## src/rtl/ssd_scan_if.sv

```systemverilog
// ssd_scan_if: host-side bundle for the seven-segment scan controller.
//   load/value_in/blank_in : host -> controller (one-cycle load strobe)
//   out_SSD/an             : active-low segment and anode drives
//   digit_sel              : index of the digit slot currently being scanned
//   frame_tick             : one-cycle pulse when the scan wraps to digit 0
//   update_pending         : a loaded value is waiting for the next frame boundary
// master = host/testbench side, slave = controller side.
interface ssd_scan_if #(
  parameter int NUM_DIGITS = 4
);
  localparam int SW = $clog2(NUM_DIGITS);

  logic                    load;
  logic [4*NUM_DIGITS-1:0] value_in;
  logic [NUM_DIGITS-1:0]   blank_in;
  logic [6:0]              out_SSD;
  logic [NUM_DIGITS-1:0]   an;
  logic [SW-1:0]           digit_sel;
  logic                    frame_tick;
  logic                    update_pending;

  modport master (
    output load, value_in, blank_in,
    input  out_SSD, an, digit_sel, frame_tick, update_pending
  );

  modport slave (
    input  load, value_in, blank_in,
    output out_SSD, an, digit_sel, frame_tick, update_pending
  );
endinterface

```

## src/rtl/ssd_scan_ctrl.sv

```systemverilog
// ssd_scan_ctrl: time-multiplexed scan controller for a common-anode
// multi-digit seven-segment display.
//   clk, reset : rising-edge clock, synchronous active-high reset
//   bus        : ssd_scan_if.slave (load strobe, value/blank inputs,
//                segment/anode outputs, digit_sel, frame_tick, update_pending)
// A loaded value sits in a pending register and is committed to the display
// register only on the frame-wrap cycle, so a frame never mixes two values.
// The output stage is registered and lags the prescaler/digit_sel by one cycle.
// Optional feature: define SSD_LEADING_ZERO_BLANK_EN to blank digits above the
// most-significant nonzero nibble (digit 0 always shown unless blank_in masks it).
module ssd_scan_ctrl #(
  parameter int NUM_DIGITS   = 4,
  parameter int REFRESH_DIV  = 100000,
  parameter int BLANK_CYCLES = 1000
) (
  input logic      clk,
  input logic      reset,
  ssd_scan_if.slave bus
);
  localparam int PW = $clog2(REFRESH_DIV);
  localparam int SW = $clog2(NUM_DIGITS);
  localparam int VW = 4 * NUM_DIGITS;

  logic [PW-1:0]         presc_q, presc_d;
  logic [SW-1:0]         digit_sel_q, digit_sel_d;
  logic [VW-1:0]         disp_val_q, disp_val_d, pend_val_q, pend_val_d;
  logic [NUM_DIGITS-1:0] disp_blank_q, disp_blank_d, pend_blank_q, pend_blank_d;
  logic                  pending_q, pending_d;
  logic                  frame_tick_q, frame_tick_d;
  logic [6:0]            seg_q, seg_d;
  logic [NUM_DIGITS-1:0] an_q, an_d;

  logic                  last_slot, wrap, in_blank, dig_dark;
  logic [3:0]            nib;
  logic [SW-1:0]         msd;

  function automatic logic [6:0] hex7(input logic [3:0] h);
    case (h)
      4'h0: hex7 = 7'b0000001;
      4'h1: hex7 = 7'b1001111;
      4'h2: hex7 = 7'b0010010;
      4'h3: hex7 = 7'b0000110;
      4'h4: hex7 = 7'b1001100;
      4'h5: hex7 = 7'b0100100;
      4'h6: hex7 = 7'b0100000;
      4'h7: hex7 = 7'b0001111;
      4'h8: hex7 = 7'b0000000;
      4'h9: hex7 = 7'b0000100;
      4'hA: hex7 = 7'b0001000;
      4'hB: hex7 = 7'b1100000;
      4'hC: hex7 = 7'b0110001;
      4'hD: hex7 = 7'b1000010;
      4'hE: hex7 = 7'b0110000;
      default: hex7 = 7'b0111000;
    endcase
  endfunction

  // Anti-ghosting window at the start of each slot; a zero-length window
  // elaborates to a constant so no degenerate compare is built.
  if (BLANK_CYCLES == 0) begin : g_no_blank
    assign in_blank = 1'b0;
  end else begin : g_blank
    assign in_blank = (presc_q < PW'(BLANK_CYCLES));
  end

  always_comb begin
    last_slot    = (presc_q == PW'(REFRESH_DIV - 1));
    wrap         = last_slot && (digit_sel_q == SW'(NUM_DIGITS - 1));
    presc_d      = last_slot ? '0 : presc_q + PW'(1);
    digit_sel_d  = digit_sel_q;
    if (last_slot) digit_sel_d = wrap ? '0 : digit_sel_q + SW'(1);
    frame_tick_d = wrap;

    // Commit uses the pending value as it stood before this cycle's load,
    // so a load on the wrap cycle lands in pending and stays flagged.
    disp_val_d   = disp_val_q;
    disp_blank_d = disp_blank_q;
    if (wrap && pending_q) begin
      disp_val_d   = pend_val_q;
      disp_blank_d = pend_blank_q;
    end
    pend_val_d   = pend_val_q;
    pend_blank_d = pend_blank_q;
    if (bus.load) begin
      pend_val_d   = bus.value_in;
      pend_blank_d = bus.blank_in;
    end
    pending_d = bus.load || (pending_q && !wrap);

    nib      = 4'h0;
    dig_dark = 1'b0;
    for (int i = 0; i < NUM_DIGITS; i++) begin
      if (digit_sel_q == SW'(i)) begin
        nib      = disp_val_q[4*i +: 4];
        dig_dark = disp_blank_q[i];
      end
    end

    msd = '0;
`ifdef SSD_LEADING_ZERO_BLANK_EN
    for (int i = 1; i < NUM_DIGITS; i++)
      if (disp_val_q[4*i +: 4] != 4'h0) msd = SW'(i);
    if (digit_sel_q > msd) dig_dark = 1'b1;
`endif

    an_d  = '1;
    seg_d = 7'b1111111;
    if (!in_blank && !dig_dark) begin
      for (int i = 0; i < NUM_DIGITS; i++) an_d[i] = (digit_sel_q != SW'(i));
      seg_d = hex7(nib);
    end
  end

  always_ff @(posedge clk) begin
    if (reset) begin
      presc_q      <= '0;
      digit_sel_q  <= '0;
      disp_val_q   <= '0;
      disp_blank_q <= '0;
      pend_val_q   <= '0;
      pend_blank_q <= '0;
      pending_q    <= 1'b0;
      frame_tick_q <= 1'b0;
      seg_q        <= 7'b1111111;
      an_q         <= '1;
    end else begin
      presc_q      <= presc_d;
      digit_sel_q  <= digit_sel_d;
      disp_val_q   <= disp_val_d;
      disp_blank_q <= disp_blank_d;
      pend_val_q   <= pend_val_d;
      pend_blank_q <= pend_blank_d;
      pending_q    <= pending_d;
      frame_tick_q <= frame_tick_d;
      seg_q        <= seg_d;
      an_q         <= an_d;
    end
  end

  assign bus.out_SSD        = seg_q;
  assign bus.an             = an_q;
  assign bus.digit_sel      = digit_sel_q;
  assign bus.frame_tick     = frame_tick_q;
  assign bus.update_pending = pending_q;
endmodule

```

## src/flat_wrapper.sv

```systemverilog
// flat-port wrapper written by rule: the top's interface ports become plain ports
module ssd_scan_ctrl_flat 
#(
  parameter int NUM_DIGITS   = 4,
  parameter int REFRESH_DIV  = 100000,
  parameter int BLANK_CYCLES = 1000
)
  (clk, reset, bus_load, bus_value_in, bus_blank_in, bus_out_SSD, bus_an, bus_digit_sel, bus_frame_tick, bus_update_pending);
  ssd_scan_if #(.NUM_DIGITS(NUM_DIGITS)) bus_i ();
  input logic clk;
  input logic reset;
  input wire logic [$bits(bus_i.load)-1:0] bus_load;
  input wire logic [$bits(bus_i.value_in)-1:0] bus_value_in;
  input wire logic [$bits(bus_i.blank_in)-1:0] bus_blank_in;
  output wire logic [$bits(bus_i.out_SSD)-1:0] bus_out_SSD;
  output wire logic [$bits(bus_i.an)-1:0] bus_an;
  output wire logic [$bits(bus_i.digit_sel)-1:0] bus_digit_sel;
  output wire logic [$bits(bus_i.frame_tick)-1:0] bus_frame_tick;
  output wire logic [$bits(bus_i.update_pending)-1:0] bus_update_pending;
  assign bus_i.load = bus_load;
  assign bus_i.value_in = bus_value_in;
  assign bus_i.blank_in = bus_blank_in;
  assign bus_out_SSD = bus_i.out_SSD;
  assign bus_an = bus_i.an;
  assign bus_digit_sel = bus_i.digit_sel;
  assign bus_frame_tick = bus_i.frame_tick;
  assign bus_update_pending = bus_i.update_pending;
  ssd_scan_ctrl #(.NUM_DIGITS(NUM_DIGITS), .REFRESH_DIV(REFRESH_DIV), .BLANK_CYCLES(BLANK_CYCLES)) u_core (.clk(clk), .reset(reset), .bus(bus_i));
endmodule
```

## config.mk

```make
export PLATFORM = sky130hd
export DESIGN_NAME = ssd_scan_ctrl_flat
export DESIGN_NICKNAME = d
export VERILOG_FILES = /design/src/rtl/ssd_scan_if.sv /design/src/rtl/ssd_scan_ctrl.sv /design/src/flat_wrapper.sv
export SDC_FILE = /design/constraint.sdc
export NUM_CORES = 1
export LEC_CHECK = 0
export CAP_MARGIN = 30
export CORE_MARGIN = 2
export CORE_UTILIZATION = 35
export CTS_CLUSTER_SIZE = 40
export DETAILED_ROUTE_END_ITERATION = 10
export GPL_ROUTABILITY_DRIVEN = 0
export PLACE_DENSITY = 0.53
export SLEW_MARGIN = 5
export SYNTH_ARGS = -nofsm -noshare
export SYNTH_HDL_FRONTEND = slang
export SYNTH_SLANG_ARGS = --single-unit
```

## constraint.sdc

```tcl
create_clock -name clk -period 4.6 [get_ports clk]
set_clock_uncertainty 0.1 [all_clocks]
set_input_delay 0.69 -clock clk [delete_from_list [all_inputs] [get_ports clk]]
set_output_delay 0.69 -clock clk [all_outputs]
set_load 0.01 [all_outputs]
```

==> flow_metrics.env, run 1 <==
export IMPL_critPathLaunch="u_core.bus.digit_sel[0]$_SDFFE_PP0P_"
export IMPL_yosysSeqAreaShare_pct=46.5
export IMPL_cp_max_fo=18
export IMPL_cts_tree="done"
export IMPL_syn_area_um2=3100
export IMPL_worst_slew_margin_rel_pct=50.3
export IMPL_power_density_nw_per_um2=324
export IMPL_ctsHtreeMaxLevel=3
export IMPL_required_ps=4730
export IMPL_rsz0062_at_grt="no"
export IMPL_hold_viol=0
export IMPL_slowest_delay_ps=610
export IMPL_multi_input_area_um2=1540
export IMPL_overflow=0
export IMPL_p_leak_nw=1.59
export IMPL_fmax_mhz=371
export IMPL_holdBufCountCts=0
export IMPL_cts_repair_resized=0
export IMPL_postLayoutCellArea_um2=3760
export IMPL_slowest_stage="a211oi_1"
export IMPL_crit_family="adder cells"
export IMPL_r2r_start="u_core.bus.digit_sel[0]$_SDFFE_PP0P_"
export IMPL_final_nets=397
export IMPL_synth_edf_count=0
export IMPL_start_kind="flop"
export IMPL_cts_sinks=72
export IMPL_critPathCaptureType="flop"
export IMPL_die_w_um=98.2
export IMPL_worstSetupPathType="reg -> reg"
export IMPL_grt_pass1_wl_um=10400
export IMPL_ir_drop_v=0.000114
export IMPL_initial_utilization_pct=35.8
export IMPL_viasPerCell=4.89
export IMPL_vias=2326
export IMPL_grt_util_all_layers_pct=13.7
export IMPL_worstPathCellList="ha_1, a211oi_1, a211oi_1, inv_1, ha_1, nand2_1, a22o_1, nand2_1"
export IMPL_postCtsSetupBuffers=0
export IMPL_worstSkewPairLatency_ps=350
export IMPL_root_buffer="clkbuf_8"
export IMPL_antenna_found_initial=0
export IMPL_arrival_ps=2830
export IMPL_dieArea_um2=9630
export IMPL_dpl_instance_area_um2=3560
export IMPL_clk_pin_slew_ps=80
export IMPL_drt_total_wl_um=6150
export IMPL_wl_met3_um=221
export IMPL_status="complete, no violations"
export IMPL_highest_layer="met4"
export IMPL_synth_cell_types=42
export IMPL_drt_iter0_drc=81
export IMPL_drive_gt1_share_pct=7.88
export IMPL_fp_dieH_um=98.2
export IMPL_slew_viol_final=0
export IMPL_area_growth_pct=21.3
export IMPL_clockBufferDepth=2
export IMPL_final_setup_viol_count=0
export IMPL_ys_warn_count=0
export IMPL_worstMarginPinSlew_ps=738
export IMPL_maxCapViolCount=0
export IMPL_min_period_ps=2700
export IMPL_final_core_utilization_pct=43.4
export IMPL_ys_flop_type="dfxtp_1"
export IMPL_worst_path_buf_inv=1
export IMPL_core_area_um2=8680
export IMPL_wl_per_cell_um=12.9
export IMPL_wl_met1_um=3020
export IMPL_hpwl_um=4290
export IMPL_fin_crit_sh_pct=58.6
export IMPL_fillers=881
export IMPL_fp_row_count=34
export IMPL_firstDrtPassIters=4
export IMPL_first_global_vias=2148
export IMPL_synthArstFlopShare_pct=0
export IMPL_num_antenna_cells=0
export IMPL_ys_ff_latch=72
export IMPL_io_pins=38
export IMPL_setup_tns_ps=0
export IMPL_wl_met2_um=2770
export IMPL_io_buffers=37
export IMPL_synth_fp_nets=364
export IMPL_grt_max_degree=36
export IMPL_drcViolationCount=0
export IMPL_final_seq_area_um2=1440
export IMPL_synthCells=330
export IMPL_cts_buffers=9
export IMPL_hold_path_class="reg -> reg"
export IMPL_drtAntennaViolNets=0
export IMPL_avgSynthCellArea_um2=9.40
export IMPL_hold_start="u_core.presc_q[0]$_SDFF_PP0_"
placed cells by master, fill, tap and decap left out, drive strengths merged, types with 5 or more instances in the layout:
master          n
clkbuf         11
inv             9
xor2            9
xnor2           5
nand3          12
ha             11
mux2i          41
nor2           61
nand2          21
a211oi          8
a21oi           9
clkdlybuf4s50  37
nand4           6
dfxtp          72
where the power goes:
| group | switching, mW | leakage (nW) | total, mW | internal [mW] |
|---|---|---|---|---|
| clock network | 0.238 | 0.101 | 0.516 | 0.278 |
| registers | 0.00859 | 0.585 | 0.645 | 0.636 |
| logic | 0.0245 | 0.901 | 0.0578 | 0.0334 |
| total | 0.271 | 1.59 | 1.22 | 0.947 |
metal layers:
| layer | track usage (%) | up-vias |
|---|---|---|
| li1 | - | 1200 |
| met1 | 17.5 | 1080 |
| met2 | 20.8 | 36 |
| met3 | 4.37 | 10 |
| met4 | 7.27 | 0 |
| met5 | 0 | - |
cell usage after synthesis (all sizes together), types with 2 or more instances:
cell | n | area share (%)
or3 | 2 | 0.40
ha | 11 | 4.4
a211oi | 8 | 2.3
inv | 9 | 1.1
nor2b | 4 | 0.81
nand3b | 4 | 0.97
and2 | 2 | 0.40
nor3b | 3 | 0.73
o21ai | 3 | 0.48
and3 | 2 | 0.40
xor2 | 9 | 2.5
nand2 | 21 | 2.5
clkbuf | 8 | 1.0
nor3 | 3 | 0.65
o211ai | 4 | 0.97
a21oi | 9 | 1.5
a221oi | 2 | 0.56
mux2i | 41 | 13
nand2b | 2 | 0.40
dfxtp | 72 | 46
nor4 | 3 | 0.60
nand4 | 6 | 1.2
buf | 11 | 1.8
nand3 | 12 | 1.9
nor2 | 61 | 7.4
a211o | 2 | 0.56
xnor2 | 5 | 1.4
or2 | 2 | 0.40
cell type report:
type / instances / area share [%]
inverter: 9 / 0.897
timing repair buffer: 41 / 10.8
clock buffer: 11 / 4.02
clock inverter: 5 / 1.46
tap: 108 / 3.59
sequential: 72 / 38.3
multi-input combinational: 230 / 40.9
state kept, by name (all words and copies together) (netlist names):
signal,count
u_core.bus.frame_tick,1
u_core.bus.an,4
u_core.bus.digit_sel,2
u_core.presc_q,17
u_core.bus.update_pending,1
u_core.disp_val_q,16
u_core.disp_blank_q,4
u_core.bus.out_SSD,7
u_core.pend_blank_q,4
u_core.pend_val_q,16
path summary, 6_finish.rpt:
check        slack, ps  cells past startpoint                               end
max reg2reg       1900                      8  u_core.bus.out_SSD[3]$_SDFF_PP1_
max               1900                      8  u_core.bus.out_SSD[3]$_SDFF_PP1_
min                370                      1      u_core.presc_q[0]$_SDFF_PP0_
min reg2reg        370                      1      u_core.presc_q[0]$_SDFF_PP0_
kinds of logic (layout without fill, tap and decap cells):
family                   after synthesis  in the layout  share of synthesized area [%]
AO/OA/AOI/OAI                         31             31                           7.14
XOR/XNOR                              14             14                           3.95
adder cells (fa/ha/maj)               11             11                           4.44
buffers and inverters                 28             66                           3.91
flip-flops                            72             72                           46.5
multiplexers                          42             42                           13.6
AND/OR/NAND/NOR                      132            132                           20.5
metrics by stage:
step / power [mW] / hold WS [ps] / cells / setup slack (ps)
final: 1.22 / 372 / 476 / 1900
after global routing: 1.27 / 399 / 476 / 1700
after CTS: 1.24 / 376 / 476 / 1880
after detailed placement: 0.718 / 358 / 460 / 1870
after global placement: 0.717 / 346 / 459 / 1920
after floorplan: 0.688 / 330 / 330 / 2380
Power figures use the tool's default switching activity.
==> inputs of run 2 (changes only) <==
Clock period 4.6 ns to 2.6 ns, I/O delays scaled along.
==> run 2 against run 1 <==
  * Power increased by 83%
  * Die area unchanged
  * Global-route usage increased by 0.16 points
  * Clock power increased by 92%
  * Register-to-register slack got worse by 1700 ps
  * Setup slack got worse by 1700 ps
  * Wire length about the same
  * Non-clock buffer count increased by 4
  * Maximum frequency increased by 14%
  * Critical path depth increased by 2
  * Sequential power increased by 77%
  * Sequential share of layout area decreased by 0.49 points
==> flow_metrics.env, run 2 (synthesis results as in run 1) <==
export IMPL_p_seq_share_pct=51.1
export IMPL_viasPerCell=4.76
export IMPL_cts_tree="done"
export IMPL_worstMarginPinSlew_ps=600
export IMPL_pre_cts_ws_ps=224
export IMPL_slew_viol_final=0
export IMPL_area_growth_pct=22.9
export IMPL_rrSetupSlack_ps=240
export IMPL_die_w_um=98.2
export IMPL_min_path_cells=1
export IMPL_worst_slew_margin_rel_pct=59.9
export IMPL_drtAntennaViolNets=0
export IMPL_cts_repair_resized=0
export IMPL_final_setup_worst_slack_ps=242
export IMPL_combPwrFrac_pct=4.5
export IMPL_first_global_vias=2236
export IMPL_ir_drop_v=0.000295
export IMPL_status="complete, no violations"
export IMPL_critPathLaunch="u_core.bus.digit_sel[0]$_SDFFE_PP0P_"
export IMPL_hold_path_class="reg -> reg"
export IMPL_top_regs="u_core.presc_q x17, u_core.disp_val_q x16, u_core.pend_val_q x16"
export IMPL_final_cell_mix="dfxtp_1, nor2_1, mux2i_1, clkdlybuf4s50_1, nand2_1"
export IMPL_r2r_end="u_core.bus.out_SSD[3]$_SDFF_PP1_"
export IMPL_firstDrtPassIters=4
export IMPL_fmax_mhz=424
export IMPL_setup_worst_path_end="u_core.bus.out_SSD[3]$_SDFF_PP1_"
export IMPL_ctsHtreeMaxLevel=3
export IMPL_top_register="u_core.presc_q"
export IMPL_r2r_cells=10
export IMPL_power_internal_mw=1.75
export IMPL_core_area_um2=8680
export IMPL_worstSetupPathType="reg -> reg"
export IMPL_setup_tns_ps=0
export IMPL_required_ps=2720
export IMPL_cp_max_fo=11
export IMPL_grt_util_all_layers_pct=13.9
export IMPL_holdBufCountCts=0
export IMPL_dieArea_um2=9630
export IMPL_num_antenna_cells=0
export IMPL_power_density_nw_per_um2=585
export IMPL_cts_buffers=9
export IMPL_hpwl_um=4290
export IMPL_clockBufferDepth=2
export IMPL_io_pins=38
export IMPL_grt_max_degree=48
export IMPL_io_buffers=37
export IMPL_p_clk_share_pct=44.4
export IMPL_vias=2285
export IMPL_largest_reg_flops=17
export IMPL_fin_crit_sh_pct=90.7
export IMPL_p_switching_uw=477
export IMPL_fin_hold_ws_ps=371
export IMPL_cts_sinks=72
export IMPL_fillers=882
export IMPL_drcViolationCount=0
export IMPL_drt_iter0_drc=57
export IMPL_overflow=0
export IMPL_drt_total_wl_um=6150
export IMPL_antenna_found_initial=0
export IMPL_wl_per_cell_um=12.8
export IMPL_arrival_ps=2480
export IMPL_layout_commonest_cell="dfxtp_1"
export IMPL_grt_pass1_wl_um=10800
export IMPL_p_leak_nw=1.62
export IMPL_final_setup_viol_count=0
export IMPL_clk_pin_slew_ps=80
export IMPL_r2r_start="u_core.bus.digit_sel[0]$_SDFFE_PP0P_"
export IMPL_maxCapViolCount=0
export IMPL_drive_gt1_share_pct=9.41
export IMPL_root_buffer="clkbuf_8"
export IMPL_fp_dieH_um=98.2
export IMPL_min_period_ps=2360
export IMPL_initial_utilization_pct=35.8
export IMPL_rsz0062_at_grt="no"
export IMPL_critPathCaptureType="flop"
export IMPL_final_nets=401
export IMPL_p_sw_share_pct=21.4
export IMPL_hold_viol=0
export IMPL_fp_row_count=34
export IMPL_worstSkewPairLatency_ps=340
export IMPL_start_kind="flop"
export IMPL_hold_start="u_core.presc_q[0]$_SDFF_PP0_"
export IMPL_postCtsSetupBuffers=0
-- run 2: cell count changes in the layout (fill, tap and decap cells not counted), sizes merged --
cell	delta
clkinv	+1
buf	+4
clkbuf	-1
clkinvlp	-2
bufinv	+1
inv	+1
-- run 2: per-stage QoR --
step                      cell area (um2)  utilization (%)  std cells  total power [mW]
after floorplan                      3100                -        330              1.22
after global placement               3580             41.3        464              1.27
after detailed placement             3580             41.3        464              1.27
after CTS                            3810             43.9        480              2.27
after global routing                 3810             43.9        480              2.33
final                                3810             43.9        480              2.23
-- run 2: worst max-delay path, cell delays in order (launching register included) --
cell and delay, ps:
dfxtp_1 420, inv_1 90, ha_1 330, a211oi_1 240, o21ai_0 110, nand2_1 240
inv_1 100, ha_1 250, a21oi_1 140, a22o_1 140, nand2_1 60
-- run 2: how the worst min path moves through the flow --
| stage | end | slack (ps) |
|---|---|---|
| after floorplan | u_core.presc_q[0]$_SDFF_PP0_ | 330 |
| after global placement | u_core.presc_q[0]$_SDFF_PP0_ | 350 |
| after detailed placement | u_core.presc_q[0]$_SDFF_PP0_ | 360 |
| after CTS | u_core.presc_q[0]$_SDFF_PP0_ | 380 |
| after global routing | u_core.presc_q[0]$_SDFF_PP0_ | 420 |
| final | u_core.presc_q[0]$_SDFF_PP0_ | 370 |
-- run 2: area by class of cell --
cell class / instances / area, um2 / area share (%)
clock buffer: 10 / 138 / 3.61
clock inverter: 6 / 91.3 / 2.40
inverter: 9 / 33.8 / 0.886
multi-input combinational: 230 / 1540 / 40.5
sequential: 72 / 1440 / 37.8
tap: 108 / 135 / 3.54
timing repair buffer: 45 / 430 / 11.3
-- run 2: metal layers --
metal / up-vias / wire [um] / global-route usage, %
met5: - / 0 / 0
met4: 0 / 105 / 5.06
met3: 9 / 254 / 4.51
met2: 33 / 2690 / 21.1
met1: 1043 / 3100 / 18.5
li1: 1200 / - / -
-- run 2: power by group through the flow --
stage / sequential (mW) / combinational (mW) / clock, mW
finish: 1.14 / 0.101 / 0.991
global route: 1.14 / 0.111 / 1.08
CTS: 1.14 / 0.103 / 1.02
detailed placement: 1.17 / 0.103 / 0
global placement: 1.17 / 0.101 / 0
floorplan: 1.16 / 0.0549 / 0
==> inputs of run 3 (changes only) <==
Settings changed: CTS_CLUSTER_DIAMETER set to 30.
==> results of run 3 <==
Same layout as run 2: the final DEF is identical, and so are final timing and power.
==> patch 1 (config.mk and constraints of run 3) <==
The option `SSD_LEADING_ZERO_BLANK_EN` is turned on by a define.
--- a/src/rtl/ssd_scan_ctrl.sv
+++ b/src/rtl/ssd_scan_ctrl.sv
@@ -9,4 +9,6 @@
 // Optional feature: define SSD_LEADING_ZERO_BLANK_EN to blank digits above the
 // most-significant nonzero nibble (digit 0 always shown unless blank_in masks it).
+`define SSD_LEADING_ZERO_BLANK_EN
+
 module ssd_scan_ctrl #(
   parameter int NUM_DIGITS   = 4,
Check against the original RTL: same outputs for any inputs over 10 cycles, from zero or initial values and one cycle with reset high; that may be too few to reach the edited logic, so the function may still have changed.
==> patch 1 against run 3 <==
Synthesized area rose by 3.3%. Power increased by 0.48%. Routed wire length is 4.0% higher. Cell area is 1.9% higher. Worst setup slack got worse by 0.079 ns. Die area grew 3.1%. Maximum frequency fell by 3.3%. Worst hold slack gained 0.00094 ns. Cell count rose by 1.3%. Sequential cell count stayed put. Utilization up 0.17 points. Synthesized cell count rose by 2.1%. Largest cell class unchanged.
==> patch 1: results <==
[clock_tree]
h-tree-depth = 3
cts_max_path_buffers = 2
root_buffer = "clkbuf_8"
numCtsBuffers = 9
ctsHoldBuffers = 0
clk_latency_ns = 0.34

[synthesis]
synthAdderAreaFrac_pct = 5.076
synthMuxAreaShare_pct = 13.47
ys.flop_type = "dfxtp_1"
synth-compound-area-share_pct = 6.599
async_reset_ff_share_pct = 0
synthXorXnorAreaFrac_pct = 4.373
synth_nets = 373
synth-seq-area-share_pct = 44.98
synth_cell_type_count = 48
synthTopCellsByCount = "dfxtp_1 (72), nor2_1 (69), mux2i_1 (42)"
synth_area_leaders = "dfxtp_1 (45%), mux2i_1 (13%), nor2_1 (8.1%), ha_1 (5.1%), xor2_1 (3.0%)"

[global_routing]
grt_pass1_wl_mm = 10.93
first_global_vias = 2258
grt.total_usage_pct = 13.74
overflow = 0
grt_max_degree = 44
antenna_found_initial = 0

[layout]
largest_registers = "u_core.presc_q: 17 flops, u_core.disp_val_q: 16 flops, u_core.pend_val_q: 16 flops"
nFillCells = 872
antenna_cells = 0
nets = 409
drive_above_1_share_pct = 9.259

[power]
p_int_w = 0.001752
vdd_ir_drop_max_uv = 220.8
leakagePower_nw = 1.469

[setup_path]
crit_fanout = 10
worstPathArrival_ns = 2.53

[route]
drtIter0Drc = 83
first_pass_iters = 4
wl_per_cell_um = 13.15
viasPerCell = 4.784

[placed_design]
io_buffer_count = 37
hpwl_mm = 4.429

[outcome]
outcome = "finished clean"

[sta]
relSlewSlack_pct = 64.21
## patch 1: cell count changes in the layout (fill, tap and decap cells not counted), sizes merged, moves of 3 or more
cell / delta
a211oi: -6
inv: +3
nand2: -4
nand3: -3
nor2: +8
o211ai: -3
o221ai: +4
## patch 1: power groups by stage
stage                     logic (W)  registers, W  clock network, W
after detailed placement  0.0000986       0.00117                 0
after global placement    0.0000970       0.00117                 0
after floorplan           0.0000535       0.00116                 0
after global routing       0.000108       0.00114           0.00109
after CTS                 0.0000991       0.00114           0.00104
final                     0.0000964       0.00114           0.00101
## patch 1: worst paths after layout
kind                                start                     to  slack [ns]  cells past startpoint
hold reg to reg         u_core.presc_q[0]      u_core.presc_q[0]        0.37                      1
setup reg to reg  u_core.bus.digit_sel[0]  u_core.bus.out_SSD[2]        0.16                      9
hold / removal          u_core.presc_q[0]      u_core.presc_q[0]        0.37                      1
setup / recovery  u_core.bus.digit_sel[0]  u_core.bus.out_SSD[2]        0.16                      9
## patch 1: final cells by class
cell class                      count  area share (%)
Tap cell                          108           3.478
Timing Repair Buffer               47           11.47
Multi-Input combinational cell    231           40.90
Clock buffer                       10           3.543
Clock inverter                      6           2.351
Inverter                           12           1.159
Sequential cell                    72           37.10
## patch 1: through the flow
step / setup slack [ns] / util (%) / total power, W / instances / area, um2
after floorplan: 0.1123 / - / 0.001215 / 337 / 3204
after global placement: 0.2584 / 41.42 / 0.001263 / 470 / 3647
after detailed placement: 0.2175 / 41.42 / 0.001266 / 470 / 3647
after CTS: 0.1710 / 44.02 / 0.002284 / 486 / 3876
final: 0.1622 / 44.12 / 0.002242 / 486 / 3885
after global routing: 0.03490 / 44.12 / 0.002342 / 486 / 3885
## patch 1: worst max-delay path, cell delays in order (launching register included)
cell      delay, ns
dfxtp_1        0.41
inv_1          0.12
ha_1           0.33
a211oi_1       0.34
a221oi_2       0.12
buf_4          0.17
ha_1           0.25
mux2_2         0.28
nand2_1        0.06
o311ai_0       0.13
## patch 1: kinds of logic after synthesis
family / Yosys count
AO/OA/AOI/OAI: 30
XOR/XNOR: 16
adder cells (fa/ha/maj): 13
buffers and inverters: 34
flip-flops: 72
multiplexers: 43
AND/OR/NAND/NOR: 129
## patch 1: metal layers
| metal | part of all wire, % | track usage [%] |
|---|---|---|
| met4 | 0.91 | 5.058 |
| met3 | 4.1 | 3.935 |
| met1 | 51 | 18.76 |
| met5 | 0 | 0 |
| met2 | 44 | 20.63 |
## patch 1: what timing repair did
item / CTS / global route
setup buffers: 0 / 0
endpoints found under the setup margin: 0 / 4
resized for setup: 0 / 2
==> patch 2 (flow settings as in run 3) <==
Without the edit above. Make the reset (`reset`) asynchronous in one clocked block. Comments in the files are not updated.
--- a/src/rtl/ssd_scan_ctrl.sv
+++ b/src/rtl/ssd_scan_ctrl.sv
@@ -112,5 +112,5 @@
   end
 
-  always_ff @(posedge clk) begin
+  always_ff @(posedge clk or posedge reset) begin
     if (reset) begin
       presc_q      <= '0;
Behaviour: differs if reset is asserted again (counterexample within 4 cycles, from zero or initial values and one cycle with reset high); with reset held inactive, the same outputs for 10 cycles.
==> patch 2 against run 3 <==
Worst setup slack got worse by 0.0090 ns. Sequential cell count did not move. Power is 2.7% lower. Routed wire length rose by 2.1%. Cell area rose by 7.4%. Synthesized area increased by 8.7%. Worst hold slack lost 0.037 ns. Clock power fell by 9.2%. Largest cell class is now registers. Highest routed layer unchanged.
==> patch 2: results <==
[placed_design]
hpwl_mm = 4.273

[synthesis]
async_reset_ff_share_pct = 100.0
synthXorXnorAreaFrac_pct = 4.153
synth_cell_type_count = 43
synth-seq-area-share_pct = 53.80
synthMuxAreaShare_pct = 17.69
synthAdderAreaFrac_pct = 4.079
ys.flop_type = "dfrtp_1"
synth_nets = 302

[power]
leakagePower_nw = 1.711
power_density_nw_per_um2 = 529.6
power_clock_w = 0.000900
vdd_ir_drop_max_uv = 253.8
sw_frac_of_total_pct = 21.45

[global_routing]
met1_usage_pct = 17.86
grt_max_degree = 73
met2_usage_pct = 20.80
globalRouteMet3Util_pct = 5.677

[route]
postRouteWirelength_mm = 6.271
dr_wl_met2_mm = 2.869
drtIter0Drc = 74
met1_length_mm = 2.991
wl_met3_um = 331

[layout]
drive_above_1_share_pct = 26.27
nets = 345

[setup_path]
reg2reg_from = "u_core.bus.digit_sel[0]"
crit_fanout = 6
worst_r2r_endpoint = "u_core.bus.out_SSD[5]"

[sta]
worstMarginPinSlew_ns = 0.8236

[outcome]
outcome = "finished clean"
==> patch 2: layout make-up <==
cell class              count  area share [%]
multi-input cells         172           35.08
repair buffers             43           10.44
flip-flops and latches     72           44.31
clock buffers              11           3.695
inverters                  13           1.191
clock inverters             5           1.344
well taps                 129           3.939
==> patch 2: worst max path at each step <==
| stage | start | to | slack (ns) |
|---|---|---|---|
| finish | u_core.bus.digit_sel[0] | u_core.bus.out_SSD[5] | 0.23 |
| global route | u_core.bus.digit_sel[0] | u_core.bus.out_SSD[5] | 0.02 |
| CTS | u_core.bus.digit_sel[0] | u_core.bus.out_SSD[5] | 0.13 |
| detailed placement | u_core.bus.digit_sel[0] | u_core.bus.out_SSD[5] | 0.14 |
| global placement | u_core.bus.digit_sel[0] | u_core.bus.out_SSD[3] | 0.16 |
| floorplan | u_core.bus.digit_sel[0] | u_core.bus.out_SSD[5] | 0.20 |
==> patch 2: worst max-delay path: stages, from the launching register on <==
cell and delay (ns):
dfrtp_1 0.44, inv_1 0.12, ha_1 0.28, nand2_1 0.07, o21ai_0 0.29, a22o_2 0.27, inv_1 0.08, ha_1 0.27
nor2_1 0.04, a211o_1 0.26, nand3_1 0.08
==> patch 2: metrics by stage <==
step / instances / instance area, um2 / setup slack [ns] / hold slack (ns)
global route: 445 / 4098 / 0.02336 / 0.3660
finish: 445 / 4098 / 0.2326 / 0.3342
global placement: 429 / 3887 / 0.1555 / 0.3811
floorplan: 268 / 3374 / 0.2047 / 0.3549
detailed placement: 429 / 3887 / 0.1376 / 0.3860
CTS: 445 / 4094 / 0.1296 / 0.3488
==> patch 2: what timing repair did <==
item | CTS | global route
endpoints found under the hold margin | 0 | 0
endpoints found under the setup margin | 0 | 5
gates resized for setup | 0 | 2
